File: src/rtl/adder_pipeline.sv
// Pipelined ripple-slice adder/subtractor with valid/ready on both sides.
// Optional subtract mode is compiled in with `define ADDER_PIPE_SUB_EN.
module adder_slice #(
  parameter int W = 8
) (
  input  logic [W-1:0] a,
  input  logic [W-1:0] b,
  input  logic         ci,
  output logic [W-1:0] s,
  output logic         co
);
  assign {co, s} = {1'b0, a} + {1'b0, b} + {{W{1'b0}}, ci};
endmodule

module adder_pipeline #(
  parameter int WIDTH  = 32,
  parameter int STAGES = 4
) (
  input  logic             clk,
  input  logic             rst_n,
  input  logic             in_valid,
  output logic             in_ready,
  input  logic [WIDTH-1:0] a,
  input  logic [WIDTH-1:0] b,
  input  logic             ci,
  input  logic             sub,
  output logic             out_valid,
  input  logic             out_ready,
  output logic [WIDTH-1:0] s,
  output logic             co,
  output logic             ovf
);
  localparam int SLICE = WIDTH / STAGES;
  localparam int LAST  = STAGES - 1;

  logic             en, xfer;
  logic [WIDTH-1:0] b_eff;
  logic             c0;

  assign en       = out_ready | ~out_valid;
  assign in_ready = rst_n & en;
  assign xfer     = in_valid & in_ready;

`ifdef ADDER_PIPE_SUB_EN
  // Subtract folds into stage 0 as a + ~b + 1, so sub never needs to travel.
  assign b_eff = sub ? ~b : b;
  assign c0    = sub | ci;
`else
  logic unused_sub;
  assign unused_sub = sub;
  assign b_eff      = b;
  assign c0         = ci;
`endif

  logic [STAGES-1:0][WIDTH-1:0] a_d, a_q, b_d, b_q, sum_d, sum_q;
  logic [STAGES-1:0][WIDTH-1:0] st_a, st_b, st_sum;
  logic [STAGES-1:0][SLICE-1:0] slice_s;
  logic [STAGES-1:0]            slice_c, st_c, c_d, c_q, vld_d, vld_q;
  logic                         ovf_d, ovf_q;

  // Stage k sees the raw operands at k=0, otherwise the previous stage register.
  always_comb begin
    st_a   = a_q;
    st_b   = b_q;
    st_c   = c_q;
    st_sum = sum_q;
    st_a[0]   = a;
    st_b[0]   = b_eff;
    st_c[0]   = c0;
    st_sum[0] = '0;
    for (int k = 1; k < STAGES; k++) begin
      st_a[k]   = a_q[k-1];
      st_b[k]   = b_q[k-1];
      st_c[k]   = c_q[k-1];
      st_sum[k] = sum_q[k-1];
    end
  end

  for (genvar k = 0; k < STAGES; k++) begin : g_slice
    adder_slice #(.W(SLICE)) u_slice (
      .a  (st_a[k][k*SLICE +: SLICE]),
      .b  (st_b[k][k*SLICE +: SLICE]),
      .ci (st_c[k]),
      .s  (slice_s[k]),
      .co (slice_c[k])
    );
  end

  always_comb begin
    vld_d = vld_q;
    a_d   = a_q;
    b_d   = b_q;
    c_d   = c_q;
    sum_d = sum_q;
    ovf_d = ovf_q;
    if (en) begin
      vld_d[0] = xfer;
      for (int k = 1; k < STAGES; k++) vld_d[k] = vld_q[k-1];
      for (int k = 0; k < STAGES; k++) begin
        a_d[k]   = st_a[k];
        b_d[k]   = st_b[k];
        c_d[k]   = slice_c[k];
        sum_d[k] = st_sum[k];
        sum_d[k][k*SLICE +: SLICE] = slice_s[k];
      end
      ovf_d = (st_a[LAST][WIDTH-1] == st_b[LAST][WIDTH-1]) &
              (slice_s[LAST][SLICE-1] != st_a[LAST][WIDTH-1]);
    end
  end

  always_ff @(posedge clk) begin
    if (!rst_n) begin
      vld_q <= '0;
      a_q   <= '0;
      b_q   <= '0;
      c_q   <= '0;
      sum_q <= '0;
      ovf_q <= 1'b0;
    end else begin
      vld_q <= vld_d;
      a_q   <= a_d;
      b_q   <= b_d;
      c_q   <= c_d;
      sum_q <= sum_d;
      ovf_q <= ovf_d;
    end
  end

  assign out_valid = vld_q[LAST];
  assign s         = sum_q[LAST];
  assign co        = c_q[LAST];
  assign ovf       = ovf_q;
endmodule

File: config.mk
export PLATFORM = sky130hd
export DESIGN_NAME = adder_pipeline
export DESIGN_NICKNAME = d
export VERILOG_FILES = /design/src/rtl/adder_pipeline.sv
export SDC_FILE = /design/constraint.sdc
export NUM_CORES = 1
export LEC_CHECK = 0
export ABC_AREA = 1
export ABC_CLOCK_PERIOD_IN_PS = 4900
export BUFFER_PORTS_ARGS = -buffer_cell sky130_fd_sc_hd__clkbuf_2
export CORE_MARGIN = 2
export CORE_UTILIZATION = 45
export CTS_CLUSTER_SIZE = 30
export DETAILED_ROUTE_END_ITERATION = 16
export GPL_ROUTABILITY_DRIVEN = 0
export HOLD_SLACK_MARGIN = 0.03
export PLACE_DENSITY = 0.63
export SYNTH_ARGS = -nofsm -noshare
export SYNTH_HDL_FRONTEND = slang
export SYNTH_SLANG_ARGS = --single-unit
File: constraint.sdc
create_clock -name clk -period 4.9 [get_ports clk]
set_input_delay 0.735 -clock clk [delete_from_list [all_inputs] [get_ports clk]]
set_output_delay 0.735 -clock clk [all_outputs]
set_load 0.01 [all_outputs]
==> flow_metrics.py <==
metrics = {
    "run_status": {
        "status": "completed",
    },
    "setup_path": {
        "start_kind": "input pin",
        "end_kind": "output port",
        "worstPathArrival_ns": 1.68,
        "path_class": "input pin to output port",
        "required_ns": 4.16,
        "crit_fanout": 59,
    },
    "clock_tree": {
        "clock_latency_ns": 0.43,
        "cts_sinks": 185,
        "cts_tree": "built",
        "cts_setup_buffers": 0,
        "path_clk_slew_ns": 0.06,
        "cts_resized": 0,
        "clk_path_buf_depth": 2,
        "cts_root_buffer": "clkbuf_16",
        "numCtsBuffers": 17,
        "h-tree-depth": 4,
        "hold_buffers": 0,
    },
    "logic_synthesis": {
        "avgSynthCellArea_sq_um": 7.58,
        "syn_nets": 1132,
        "ys_ff_latch": 185,
        "synth.distinct_cells": 28,
        "yosysWarnings": 0,
        "netlist_instances": 1026,
        "ys_seq_area_frac": 0.476,
        "synth_area_sq_um": 7780,
    },
    "timing": {
        "fin_ws_ns": 2.49,
        "hold_viol_final": 0,
        "relSlewSlack": 0.354,
        "min_period_ns": 2.41,
        "setup-tns-final_ns": 0,
        "setup_viol": 0,
        "drv_slew": 0,
        "fmaxAchievable_mhz": 414,
        "whs_ns": 0.452,
        "skew_ns": 0.0118,
        "rsz0062_at_grt": "no",
        "fin_crit_sh": 0.492,
        "worstMarginPinSlew_ns": 0.969,
    },
    "layout": {
        "seq_area_sq_um": 3700,
        "fin_util": 0.520,
        "antenna_cells": 0,
        "final_common_cell": "nor2_1",
        "drive_above_1_share": 0.129,
        "area.growth.synth_to_final_pct": 14.4,
        "n_fill_cell": 1761,
        "nets": 1201,
        "multi_input_area_sq_um": 3520,
        "final_cell_mix": "304 x nor2_1, 185 x dfxtp_1, 156 x o21ai_0",
    },
    "floorplan": {
        "initial_core_util": 0.455,
        "dieArea_sq_um": 18400,
        "rows": 48,
        "fp.dieH_um": 135,
        "io_pins": 106,
        "core-area_sq_um": 17100,
        "die_width_um": 135,
    },
    "routing": {
        "ant_nets": 0,
        "wl_per_cell_um": 11.7,
        "drt_iter0_drc": 349,
        "vias_per_cell": 4.78,
        "vias": 6357,
        "dr.pass1.iters": 4,
        "wirelength_mm": 15.6,
        "route.detailed.drc": 0,
    },
    "place": {
        "pre_cts_slack_ns": 2.05,
        "portBuffers": 104,
        "hpwl_mm": 10.1,
    },
    "pwr": {
        "power.density_nw_per_um2": 376,
        "p_leak_nw": 4.66,
        "irDropWorstVdd_mv": 0.282,
    },
    "global_route": {
        "track_usage": 0.180,
        "antenna_found_initial": 0,
        "grt_pass1_wl_mm": 26.7,
        "grt_pass1_vias": 5621,
        "grt_max_degree": 136,
        "grt_remaining_overflow": 0,
    },
    "job": {
        "drv_cap": 0,
    },
    "min_path": {
        "worstHoldPathType": "register to register",
    },
}
-- worst paths after layout --
kind	start	end	slack, ns	depth (start not counted)
setup reg to reg	vld_q[3]	a_q[10]	2.55	6
hold / removal	st_sum[119]	s[23]	0.45	2
setup / recovery	out_ready	in_ready	2.49	5
hold reg to reg	st_sum[119]	s[23]	0.45	2
-- cell type report --
cell class / count / share of cell area
Clock buffer: 19 / 0.0486
Timing Repair Buffer: 110 / 0.0638
Tap cell: 225 / 0.0316
Sequential cell: 185 / 0.416
Multi-Input combinational cell: 717 / 0.396
Clock inverter: 11 / 0.0169
Inverter: 64 / 0.0275
-- logic make-up after synthesis --
group / after synthesis / synth area share
simple gates: 443 / 0.223
compound gates: 226 / 0.150
flops: 185 / 0.476
buf+inv: 124 / 0.0720
fa+ha+maj: 36 / 0.0656
xor+xnor: 12 / 0.0135
-- through the flow --
| step | instances | instance area (sq um) | power (mW) |
|---|---|---|---|
| final | 1331 | 8900 | 3.35 |
| after detailed placement | 1301 | 8320 | 2.01 |
| after CTS | 1331 | 8900 | 3.39 |
| after global placement | 1301 | 8320 | 2.01 |
| after floorplan | 1026 | 7780 | 1.91 |
| after global routing | 1331 | 8900 | 3.50 |
-- Yosys cell counts --
cell | instances | area (sq um)
nor2_1 | 304 | 1140
dfxtp_1 | 185 | 3700
o21ai_0 | 156 | 781
nand2_1 | 90 | 338
inv_1 | 63 | 236
nand3_1 | 40 | 200
a21oi_1 | 38 | 190
buf_2 | 32 | 160
ha_1 | 28 | 350
clkbuf_1 | 20 | 75.1
o21ai_1 | 18 | 90.1
xor2_1 | 9 | 78.8
fa_1 | 8 | 160
o21bai_1 | 7 | 52.6
buf_6 | 6 | 67.6
nand4_1 | 3 | 18.8
o211ai_1 | 3 | 22.5
or2_2 | 3 | 18.8
xnor2_1 | 3 | 26.3
buf_4 | 2 | 15.0
a211oi_1 | 1 | 7.51
a21o_1 | 1 | 7.51
a31oi_1 | 1 | 6.26
inv_4 | 1 | 6.26
nor2_2 | 1 | 6.26
o21a_1 | 1 | 7.51
or2_0 | 1 | 6.26
or2_1 | 1 | 6.26
-- routing by layer --
metal  global-route usage  wire [um]  vias to the layer above  share of wire
met5                    0          0                        -              0
met4               0.0613        239                        0          0.015
met3               0.0382        572                       19          0.037
met2                0.263       6400                      113           0.41
met1                0.262       8420                     2773           0.54
li1                     -          -                     3452              -
-- state kept, by name (all words and copies together) (netlist names) --
signal / count
st_sum: 48
ovf: 1
vld_q: 4
b_q: 48
s: 32
a_q: 48
c_q: 4
-- worst max-delay path, stage by stage --
cell and delay [ns]:
clkbuf_2 0.10, nor2_4 0.15, buf_4 0.45, nor2_1 0.08, clkbuf_2 0.14
-- where the power goes --
| part | total (mW) | internal (mW) | switching [mW] |
|---|---|---|---|
| sequential | 1.66 | 1.61 | 0.0529 |
| clock | 1.37 | 0.799 | 0.572 |
| combinational | 0.316 | 0.130 | 0.186 |
(Power assumes the default switching activity.)
